<file path="src/rtl/irig_time_uart_packer_pkg.sv">
// rtl/irig_time_uart_packer_pkg.sv - shared constants, state type and checksum for the IRIG time packer
package irig_time_uart_packer_pkg;

    localparam logic [7:0] PKT_HDR0 = 8'hAA;
    localparam logic [7:0] PKT_HDR1 = 8'h55;
    localparam int         PKT_LEN  = 9;

    typedef enum logic [1:0] {
        IDLE   = 2'd0,
        LAUNCH = 2'd1,
        GAP    = 2'd2
    } state_t;

    // Mod-256 sum of payload bytes B2..B7.
    function automatic logic [7:0] pkt_checksum(
        input logic [7:0]  sec,
        input logic [7:0]  min,
        input logic [7:0]  hour,
        input logic [11:0] day,
        input logic [7:0]  year
    );
        logic [7:0] sum;
        sum = sec + min + hour + day[7:0] + {4'h0, day[11:8]} + year;
        return sum;
    endfunction

endpackage

</file>
<file path="src/rtl/irig_time_uart_packer_if.sv">
// rtl/irig_time_uart_packer_if.sv - time-stamp input and UART feeder output bundle
interface irig_time_uart_packer_if;

    logic        time_valid;
    logic [7:0]  sec_bcd;
    logic [7:0]  min_bcd;
    logic [7:0]  hour_bcd;
    logic [11:0] day_bcd;
    logic [7:0]  year_bcd;
    logic [7:0]  tx_data;
    logic        tx_flag;
    logic        busy;
    logic        pkt_done;
    logic        pkt_drop;

    modport master (
        output time_valid, sec_bcd, min_bcd, hour_bcd, day_bcd, year_bcd,
        input  tx_data, tx_flag, busy, pkt_done, pkt_drop
    );

    modport slave (
        input  time_valid, sec_bcd, min_bcd, hour_bcd, day_bcd, year_bcd,
        output tx_data, tx_flag, busy, pkt_done, pkt_drop
    );

endinterface

</file>
<file path="src/rtl/irig_time_uart_packer_byte_pacer.sv">
// rtl/irig_time_uart_packer_byte_pacer.sv - launch-to-launch spacing down-counter
module irig_time_uart_packer_byte_pacer #(
    parameter int BYTE_GAP = 110
) (
    input  logic clk_i,
    input  logic rst_i,
    input  logic start_i,
    output logic expire_o
);

    localparam int W = $clog2(BYTE_GAP);

    logic [W-1:0] cnt_q;

    // Loaded in the launch cycle; expires on the last gap cycle so launches sit BYTE_GAP apart.
    always_ff @(posedge clk_i or posedge rst_i) begin
        if (rst_i) begin
            cnt_q <= '0;
        end else if (start_i) begin
            cnt_q <= W'(BYTE_GAP - 1);
        end else if (cnt_q != '0) begin
            cnt_q <= cnt_q - W'(1);
        end
    end

    assign expire_o = (cnt_q == W'(1)) && !start_i;

endmodule

</file>
<file path="src/rtl/irig_time_uart_packer.sv">
// rtl/irig_time_uart_packer.sv - snapshots an IRIG-B time stamp and paces it out as a 9-byte UART packet
module irig_time_uart_packer
    import irig_time_uart_packer_pkg::*;
#(
    parameter int UART_BPS = 9600,
    parameter int CLK_FREQ = 50_000_000,
    parameter int GAP_BITS = 11
) (
    input  logic                     sys_clk,
    input  logic                     sys_rst,
    irig_time_uart_packer_if.slave   bus
);

    localparam int BYTE_GAP = (CLK_FREQ / UART_BPS) * GAP_BITS;

    state_t      state_q;
    logic [3:0]  idx_q;
    logic [7:0]  sec_q, min_q, hour_q, year_q, chk_q;
    logic [11:0] day_q;
    logic [7:0]  tx_data_q;
    logic        tx_flag_q, busy_q, pkt_done_q, pkt_drop_q;
    logic        gap_expire;
    logic [3:0]  idx_nx;
    logic [7:0]  byte_nx;

    irig_time_uart_packer_byte_pacer #(.BYTE_GAP(BYTE_GAP)) u_pacer (
        .clk_i    (sys_clk),
        .rst_i    (sys_rst),
        .start_i  (state_q == LAUNCH),
        .expire_o (gap_expire)
    );

    // Byte that the next launch will present, taken from the snapshot.
    always_comb begin
        idx_nx  = idx_q + 4'd1;
        byte_nx = PKT_HDR0;
        case (idx_nx)
            4'd1:    byte_nx = PKT_HDR1;
            4'd2:    byte_nx = sec_q;
            4'd3:    byte_nx = min_q;
            4'd4:    byte_nx = hour_q;
            4'd5:    byte_nx = day_q[7:0];
            4'd6:    byte_nx = {4'h0, day_q[11:8]};
            4'd7:    byte_nx = year_q;
            4'd8:    byte_nx = chk_q;
            default: byte_nx = PKT_HDR0;
        endcase
    end

    always_ff @(posedge sys_clk or posedge sys_rst) begin
        if (sys_rst) begin
            state_q    <= IDLE;
            idx_q      <= '0;
            sec_q      <= '0;
            min_q      <= '0;
            hour_q     <= '0;
            day_q      <= '0;
            year_q     <= '0;
            chk_q      <= '0;
            tx_data_q  <= '0;
            tx_flag_q  <= 1'b0;
            busy_q     <= 1'b0;
            pkt_done_q <= 1'b0;
            pkt_drop_q <= 1'b0;
        end else begin
            tx_flag_q  <= 1'b0;
            pkt_done_q <= 1'b0;
            pkt_drop_q <= 1'b0;
            case (state_q)
                IDLE: begin
                    if (bus.time_valid) begin
                        sec_q     <= bus.sec_bcd;
                        min_q     <= bus.min_bcd;
                        hour_q    <= bus.hour_bcd;
                        day_q     <= bus.day_bcd;
                        year_q    <= bus.year_bcd;
                        chk_q     <= pkt_checksum(bus.sec_bcd, bus.min_bcd, bus.hour_bcd,
                                                  bus.day_bcd, bus.year_bcd);
                        idx_q     <= '0;
                        tx_data_q <= PKT_HDR0;
                        tx_flag_q <= 1'b1;
                        busy_q    <= 1'b1;
                        state_q   <= LAUNCH;
                    end
                end
                LAUNCH: begin
                    pkt_drop_q <= bus.time_valid;
                    state_q    <= GAP;
                end
                GAP: begin
                    pkt_drop_q <= bus.time_valid;
                    if (gap_expire) begin
                        if (idx_q < 4'(PKT_LEN - 1)) begin
                            idx_q     <= idx_nx;
                            tx_data_q <= byte_nx;
                            tx_flag_q <= 1'b1;
                            state_q   <= LAUNCH;
                        end else begin
                            idx_q      <= '0;
                            busy_q     <= 1'b0;
                            pkt_done_q <= 1'b1;
                            state_q    <= IDLE;
                        end
                    end
                end
                default: state_q <= IDLE;
            endcase
        end
    end

    assign bus.tx_data  = tx_data_q;
    assign bus.tx_flag  = tx_flag_q;
    assign bus.busy     = busy_q;
    assign bus.pkt_done = pkt_done_q;
    assign bus.pkt_drop = pkt_drop_q;

endmodule
</file>
<file path="src/flat_wrapper.sv">
// flat-port wrapper written by rule: the top's interface ports become plain ports
module irig_time_uart_packer_flat import irig_time_uart_packer_pkg::*;
#(
    parameter int UART_BPS = 9600,
    parameter int CLK_FREQ = 50_000_000,
    parameter int GAP_BITS = 11
)
  (sys_clk, sys_rst, bus_time_valid, bus_sec_bcd, bus_min_bcd, bus_hour_bcd, bus_day_bcd, bus_year_bcd, bus_tx_data, bus_tx_flag, bus_busy, bus_pkt_done, bus_pkt_drop);
  irig_time_uart_packer_if bus_i ();
  input  logic sys_clk;
  input  logic sys_rst;
  input wire logic [$bits(bus_i.time_valid)-1:0] bus_time_valid;
  input wire logic [$bits(bus_i.sec_bcd)-1:0] bus_sec_bcd;
  input wire logic [$bits(bus_i.min_bcd)-1:0] bus_min_bcd;
  input wire logic [$bits(bus_i.hour_bcd)-1:0] bus_hour_bcd;
  input wire logic [$bits(bus_i.day_bcd)-1:0] bus_day_bcd;
  input wire logic [$bits(bus_i.year_bcd)-1:0] bus_year_bcd;
  output wire logic [$bits(bus_i.tx_data)-1:0] bus_tx_data;
  output wire logic [$bits(bus_i.tx_flag)-1:0] bus_tx_flag;
  output wire logic [$bits(bus_i.busy)-1:0] bus_busy;
  output wire logic [$bits(bus_i.pkt_done)-1:0] bus_pkt_done;
  output wire logic [$bits(bus_i.pkt_drop)-1:0] bus_pkt_drop;
  assign bus_i.time_valid = bus_time_valid;
  assign bus_i.sec_bcd = bus_sec_bcd;
  assign bus_i.min_bcd = bus_min_bcd;
  assign bus_i.hour_bcd = bus_hour_bcd;
  assign bus_i.day_bcd = bus_day_bcd;
  assign bus_i.year_bcd = bus_year_bcd;
  assign bus_tx_data = bus_i.tx_data;
  assign bus_tx_flag = bus_i.tx_flag;
  assign bus_busy = bus_i.busy;
  assign bus_pkt_done = bus_i.pkt_done;
  assign bus_pkt_drop = bus_i.pkt_drop;
  irig_time_uart_packer #(.UART_BPS(UART_BPS), .CLK_FREQ(CLK_FREQ), .GAP_BITS(GAP_BITS)) u_core (.sys_clk(sys_clk), .sys_rst(sys_rst), .bus(bus_i));
endmodule
</file>
<file path="config.mk">
export PLATFORM = sky130hd
export DESIGN_NAME = irig_time_uart_packer_flat
export DESIGN_NICKNAME = d
export VERILOG_FILES = /design/src/rtl/irig_time_uart_packer_pkg.sv /design/src/rtl/irig_time_uart_packer_if.sv /design/src/rtl/irig_time_uart_packer_byte_pacer.sv /design/src/rtl/irig_time_uart_packer.sv /design/src/flat_wrapper.sv
export SDC_FILE = /design/constraint.sdc
export NUM_CORES = 1
export LEC_CHECK = 0
export ABC_CLOCK_PERIOD_IN_PS = 2600
export BUFFER_PORTS_ARGS = -buffer_cell sky130_fd_sc_hd__buf_2
export CORE_ASPECT_RATIO = 1.25
export CORE_MARGIN = 8
export CORE_UTILIZATION = 48
export DETAILED_ROUTE_END_ITERATION = 10
export HOLD_SLACK_MARGIN = 0.12
export PLACE_DENSITY_LB_ADDON = 0.15
export REMOVE_ABC_BUFFERS = 1
export SYNTH_ARGS = -nofsm -noshare
export SYNTH_HDL_FRONTEND = slang
export SYNTH_SLANG_ARGS = --single-unit
</file>
<file path="constraint.sdc">
create_clock -name sys_clk -period 2.6 [get_ports sys_clk]
set_input_delay 0.13 -clock sys_clk [delete_from_list [all_inputs] [get_ports sys_clk]]
set_output_delay 0.13 -clock sys_clk [all_outputs]
set_load 0.02 [all_outputs]
</file>
# Yosys cells after proc, flatten, opt, wreduce, memory -nomap -nowiden
# Index checks and enable logic that the tools add are counted.
word_totals:
  reg_bits: 86
  inputBits: 47
  output_inout_bits: 12
  word_cells: 76
classes:
  add_sub_neg: 7
  magnitude_cmp: 1
  n_eq_ne: 15
  muxes: 27
  n_reduce_logical: 12
ops:
  columns: ["op", "n"]
  rows:
  - ["case mux 8 bit (8 select lines)", 1]
  - ["adder 8 bit", 4]
  - ["two-way mux 16 bit", 2]
  - ["two-way mux 8 bit", 3]
  - ["equality test 16 x 1 -> 1 bit, second input constant", 1]
  - ["equality test 4 x 3 -> 1 bit, second input constant", 4]
  - ["case mux 8 bit (2 select lines)", 1]
  - ["nonzero test 16 bit", 1]
  - ["subtractor 16 x 1 -> 16 bit, second input constant", 1]
  - ["two-way mux 4 bit", 3]
  - ["two-way mux 1 bit", 11]
  - ["adder 8 x 4 -> 8 bit", 1]
  - ["equality test 4 x 2 -> 1 bit, second input constant", 2]
  - ["case mux 4 bit (2 select lines)", 1]
  - ["AND reduction 4 bit", 2]
  - ["case mux 2 bit (3 select lines)", 1]
  - ["adder 4 x 1 -> 4 bit, second input constant", 1]
  - ["equality test 4 x 1 -> 1 bit, second input constant", 1]
  - ["equality test 4 bit, second input constant", 1]
  - ["< comparator 4 bit, second input constant", 1]
  - ["two-way mux 2 bit", 2]
  - ["!= test 2 x 1 -> 1 bit, second input constant", 2]
  - ["!= test 2 bit, second input constant", 2]
  - ["case mux 1 bit (2 select lines)", 2]
  - ["other kinds (9)", 11]

# Longest topological paths before layout
logic_depth:
  word_depth: 6
  depth_mapped: 13
  depth_no_buf: 13

# Modules after synthesis
# Synthesis repeated with hierarchy kept, for this count alone.
hier_totals:
  cells_unflattened: 489
  hier_area_um2: 5051.1
by_module_without_submodules:
  columns: ["mod", "instances", "cells_each", "area_each_um2", "seq_area_each_um2"]
  rows:
  - ["irig_time_uart_packer", 1, 393, 4112.7, 1751.7]
  - ["irig_time_uart_packer_byte_pacer", 1, 96, 938.4, 400.4]

# Worst setup path after synthesis
# OpenSTA, ideal clock, no wires.
synth_path:
  kind: "input to register"
  start: "in bus_year_bcd[2]"
  end: "reg u_core.chk_q[6]"
  setup_ns: 0.136
  t_arrival_ns: 3.011
  required_time_ns: 2.464
  setup_slack_ns: -0.548
  stages: 13
  path_buffers: 0
  path_cell_list: "inv_1 fa_1 inv_1 fa_1 inv_1 fa_1 inv_1 ha_1 fa_1 a21o_1 a21oi_1 xor2_1 o21ai_0"
synth_via:
  elab_chain_len: 1
synth_lines:
  columns: ["element", "line_no", "source"]
  rows:
  - ["start: declaration", "flat_wrapper.sv:17", "input wire logic [$bits(bus_i.year_bcd)-1:0] bus_year_bcd;"]
  - ["adder 8 bit", "irig_time_uart_packer_pkg.sv:23", "sum = sec + min + hour + day[7:0] + {4'h0, day[11:8]} + year;"]
  - ["end signal: assignment", "irig_time_uart_packer.sv:77", "chk_q <= pkt_checksum(bus.sec_bcd, bus.min_bcd, bus.hour_bcd,"]
  - ["end: declaration", "irig_time_uart_packer.sv:18", "logic [7:0] sec_q, min_q, hour_q, year_q, chk_q;"]
# No other way between the ends.
# A chain may end at the register's enable or synchronous reset.

# Worst setup path in the final report
layout_path:
  start: "in bus_day_bcd[10]"
  end: "reg u_core.chk_q[4]"
layout_via:
  elab_chain_len: 2
layout_lines:
  columns: ["element", "line_no", "source"]
  rows:
  - ["start: declaration", "flat_wrapper.sv:16", "input wire logic [$bits(bus_i.day_bcd)-1:0] bus_day_bcd;"]
  - ["adder 8 x 4 -> 8 bit", "irig_time_uart_packer_pkg.sv:23", null]
  - ["adder 8 bit", "irig_time_uart_packer_pkg.sv:23", null]
# No other way between the ends.

==> results.py <==
metrics = {
    "outcome": {
        "status": "finished with violations",
        "violations": "setup timing",
    },
    "global_route": {
        "gr-usage-all-layers": 0.183,
        "grt_remaining_overflow": 0,
        "grt_pass1_wl_um": 20100,
        "grt_pass1_vias": 4106,
        "grt_max_degree": 78,
        "antenna_found_initial": 0,
    },
    "run": {
        "cap_violations": 0,
    },
    "power": {
        "total_power_mw": 5.84,
        "ir_drop_uv": 391,
        "leakagePower_nw": 2.99,
        "p_per_area_nw_per_um2": 910,
    },
    "timing": {
        "layout_worst_path_cycle_share": 1.06,
        "finalHoldViolCount": 0,
        "final_max_slew_viol_count": 0,
        "tightest_slew_ns": 0.630,
        "fin_crit_ns": 2.75,
        "rsz0062_at_grt": "true",
        "hold_ws_ns": 0.125,
        "max_slew_margin": 0.580,
        "fin_ws_ns": -0.154,
        "finalSetupViolCount": 3,
        "finClkSkew_ns": 0.00568,
        "max_freq_ghz": 0.363,
    },
    "final_layout": {
        "final_nets": 683,
        "final_layout_size_suffix_gt1_frac": 0.284,
        "regArea_um2": 2150,
        "multi_input_area_um2": 2630,
        "area_delta_synth_final_pct": 27.5,
        "num_antenna_cells": 0,
        "fillCellCount": 878,
    },
    "cts": {
        "cts_sinks": 86,
        "cts_tree": "built",
        "cts_root_buf": "clkbuf_16",
        "numCtsBuffers": 9,
        "clock_latency_ns": 0.35,
        "cts.htree.levels": 3,
        "clockBufferDepth": 2,
        "clkTransAtPathRegs_ns": 0.06,
    },
    "drt": {
        "wire_per_inst_um": 16.5,
        "via_count": 3906,
        "drt_iter0_markers": 142,
        "ant_nets": 0,
        "finalWirelength_um": 12000,
        "vias_per_cell": 5.37,
        "firstDrtPassIters": 4,
        "drcViolationCount": 0,
    },
    "yosys": {
        "syn_inst": 474,
        "yosys-top-cells-count": "86 x dfrtp_1, 61 x inv_1, 40 x mux2_2, 40 x nand2_1, 36 x o21ai_0",
        "ys_ff_latch": 86,
        "ys_top_cells_by_area": "dfrtp_1 43%, fa_1 9.5%, mux2_2 8.9%",
        "synth_top_area_share": 0.427,
        "async_reset_ff_frac": 1.00,
        "synthFlopType": "dfrtp_1",
        "synth.most_common_cell": "dfrtp_1",
        "ys_seq_area_frac": 0.427,
        "syn_area_per_cell_um2": 10.6,
        "synth_enable_flop_cells": 0,
        "yosysTopAreaCell": "dfrtp_1",
        "syn_area_um2": 5040,
        "synth_warnings": 0,
        "ys_types": 51,
    },
    "worst_setup_path": {
        "r2r_slack_ns": 0.33,
        "cp_top_family": "adder cells",
        "required_ns": 2.82,
        "critPathMaxStageDelay_ns": 0.54,
        "worstPathCellList": "buf_6 -> inv_4 -> fa_1 -> inv_1 -> fa_1 -> inv_1 -> fa_1 -> inv_1 -> ha_2 -> fa_2 -> buf_4 -> buf_6 -> buf_4 -> xnor2_2 -> o21ai_1",
        "r2r-start": "u_core.idx_q[2]",
        "crit_arrival_ns": 2.97,
        "r2r_cells": 6,
        "start_kind": "primary input",
        "cp_slowest_cell": "fa_1",
        "crit_buf_inv": 8,
        "cp_max_fo": 2,
        "r2r_end": "u_core.bus.tx_data[1]",
        "critPathKind": "in -> reg",
        "end_kind": "register",
    },
    "min_path": {
        "hold_depth": 3,
        "min_path_type": "in -> reg",
        "worstHoldStart": "bus_hour_bcd[0]",
        "whs_endpoint": "u_core.hour_q[0]",
    },
    "place": {
        "hpwlAfterDp_um": 8560,
        "port_buffers": 58,
        "gp_congestion": 0.801,
        "pre_cts_ws_ns": -0.710,
    },
    "die": {
        "initial_core_util": 0.484,
        "die_w_um": 108,
        "die_h_um": 131,
        "io_pins": 59,
        "fp.dieArea_um2": 14000,
        "core-area_um2": 10400,
        "rows": 42,
    },
}
==> registers in the layout (all words and copies together), names as in the netlist <==
signal,count
u_core.sec_q,8
u_core.u_pacer.cnt_q,16
u_core.day_q,12
u_core.bus.pkt_done,1
u_core.year_q,8
u_core.idx_q,4
u_core.min_q,8
u_core.state_q,2
u_core.hour_q,8
u_core.bus.busy,1
u_core.chk_q,8
u_core.bus.pkt_drop,1
u_core.bus.tx_data,8
u_core.bus.tx_flag,1
==> per-stage QoR <==
stage           util  setup TNS [ns]  cell area, um^2  std cells
4_1_cts        0.614          -0.271             6390        727
3_3_place_gp   0.546           -2.82             5680        676
5_1_grt        0.617          -0.689             6420        728
2_1_floorplan      -           -1.95             4960        455
3_5_place_dp   0.546           -2.86             5680        676
6_report       0.617          -0.329             6420        728
==> layout make-up <==
class	instances	area share
repair buffers	125	0.142
clock inverters	6	0.0144
inverters	61	0.0362
multi-input cells	308	0.409
well taps	132	0.0257
flip-flops and latches	86	0.335
clock buffers	10	0.0372
==> cells in the final DEF (no fill, tap or decap), drive strengths merged, types with 11 or more instances in the layout <==
cell type    Yosys  routed
nand2           40      40
ha              21      21
fa              24      24
mux2            40      40
inv             61      62
dfrtp           86      86
dlygate4sd3      0      34
nor2            11      11
nand3           11      11
buf              3      91
o21ai           37      37
==> what timing repair did <==
| item | CTS | global route |
|---|---|---|
| pin swaps | 12 | 5 |
| setup buffers | 1 | 1 |
| hold buffers | 34 | 0 |
| endpoints found under the setup margin | 5 | 5 |
| gates resized for setup | 12 | 6 |
| endpoints found under the hold margin | 66 | 0 |
==> worst max path at each step <==
stage | startpoint | to | depth (start not counted)
global placement | bus_year_bcd[2] | u_core.chk_q[6] | 14
global route | bus_day_bcd[10] | u_core.chk_q[6] | 14
detailed placement | bus_year_bcd[2] | u_core.chk_q[6] | 14
finish | bus_day_bcd[10] | u_core.chk_q[4] | 15
floorplan | bus_year_bcd[2] | u_core.chk_q[6] | 13
CTS | bus_day_bcd[10] | u_core.chk_q[6] | 14
==> logic make-up (layout without fill, tap and decap cells) <==
logic type,Yosys count,in the layout,share of synthesized area
xor gates and xnor gates,20,20,0.0375
and+or+nand+nor,114,114,0.121
AOI/OAI and AO/OA,87,87,0.113
DFF,86,86,0.427
buffers and inverters,80,202,0.0596
muxes,42,42,0.0934
adders and majority gates,45,45,0.148
==> layer usage <==
metal / vias to the layer above / part of all wire / track usage
met4: 0 / 0.018 / 0.0614
met2: 78 / 0.52 / 0.318
li1: 1873 / - / -
met3: 17 / 0.040 / 0.0422
met1: 1938 / 0.42 / 0.217
met5: - / 0 / 0
==> tightest hold or removal path: stages <==
cell and delay, ns:
buf_2 0.10, inv_1 0.09, o21ai_0 0.10
==> where the power goes <==
group | internal [mW] | switching, mW | total [mW]
sequential | 1.84 | 0.317 | 2.16
combinational | 1.14 | 1.09 | 2.23
clock | 0.877 | 0.571 | 1.45
(Power assumes the default switching activity.)
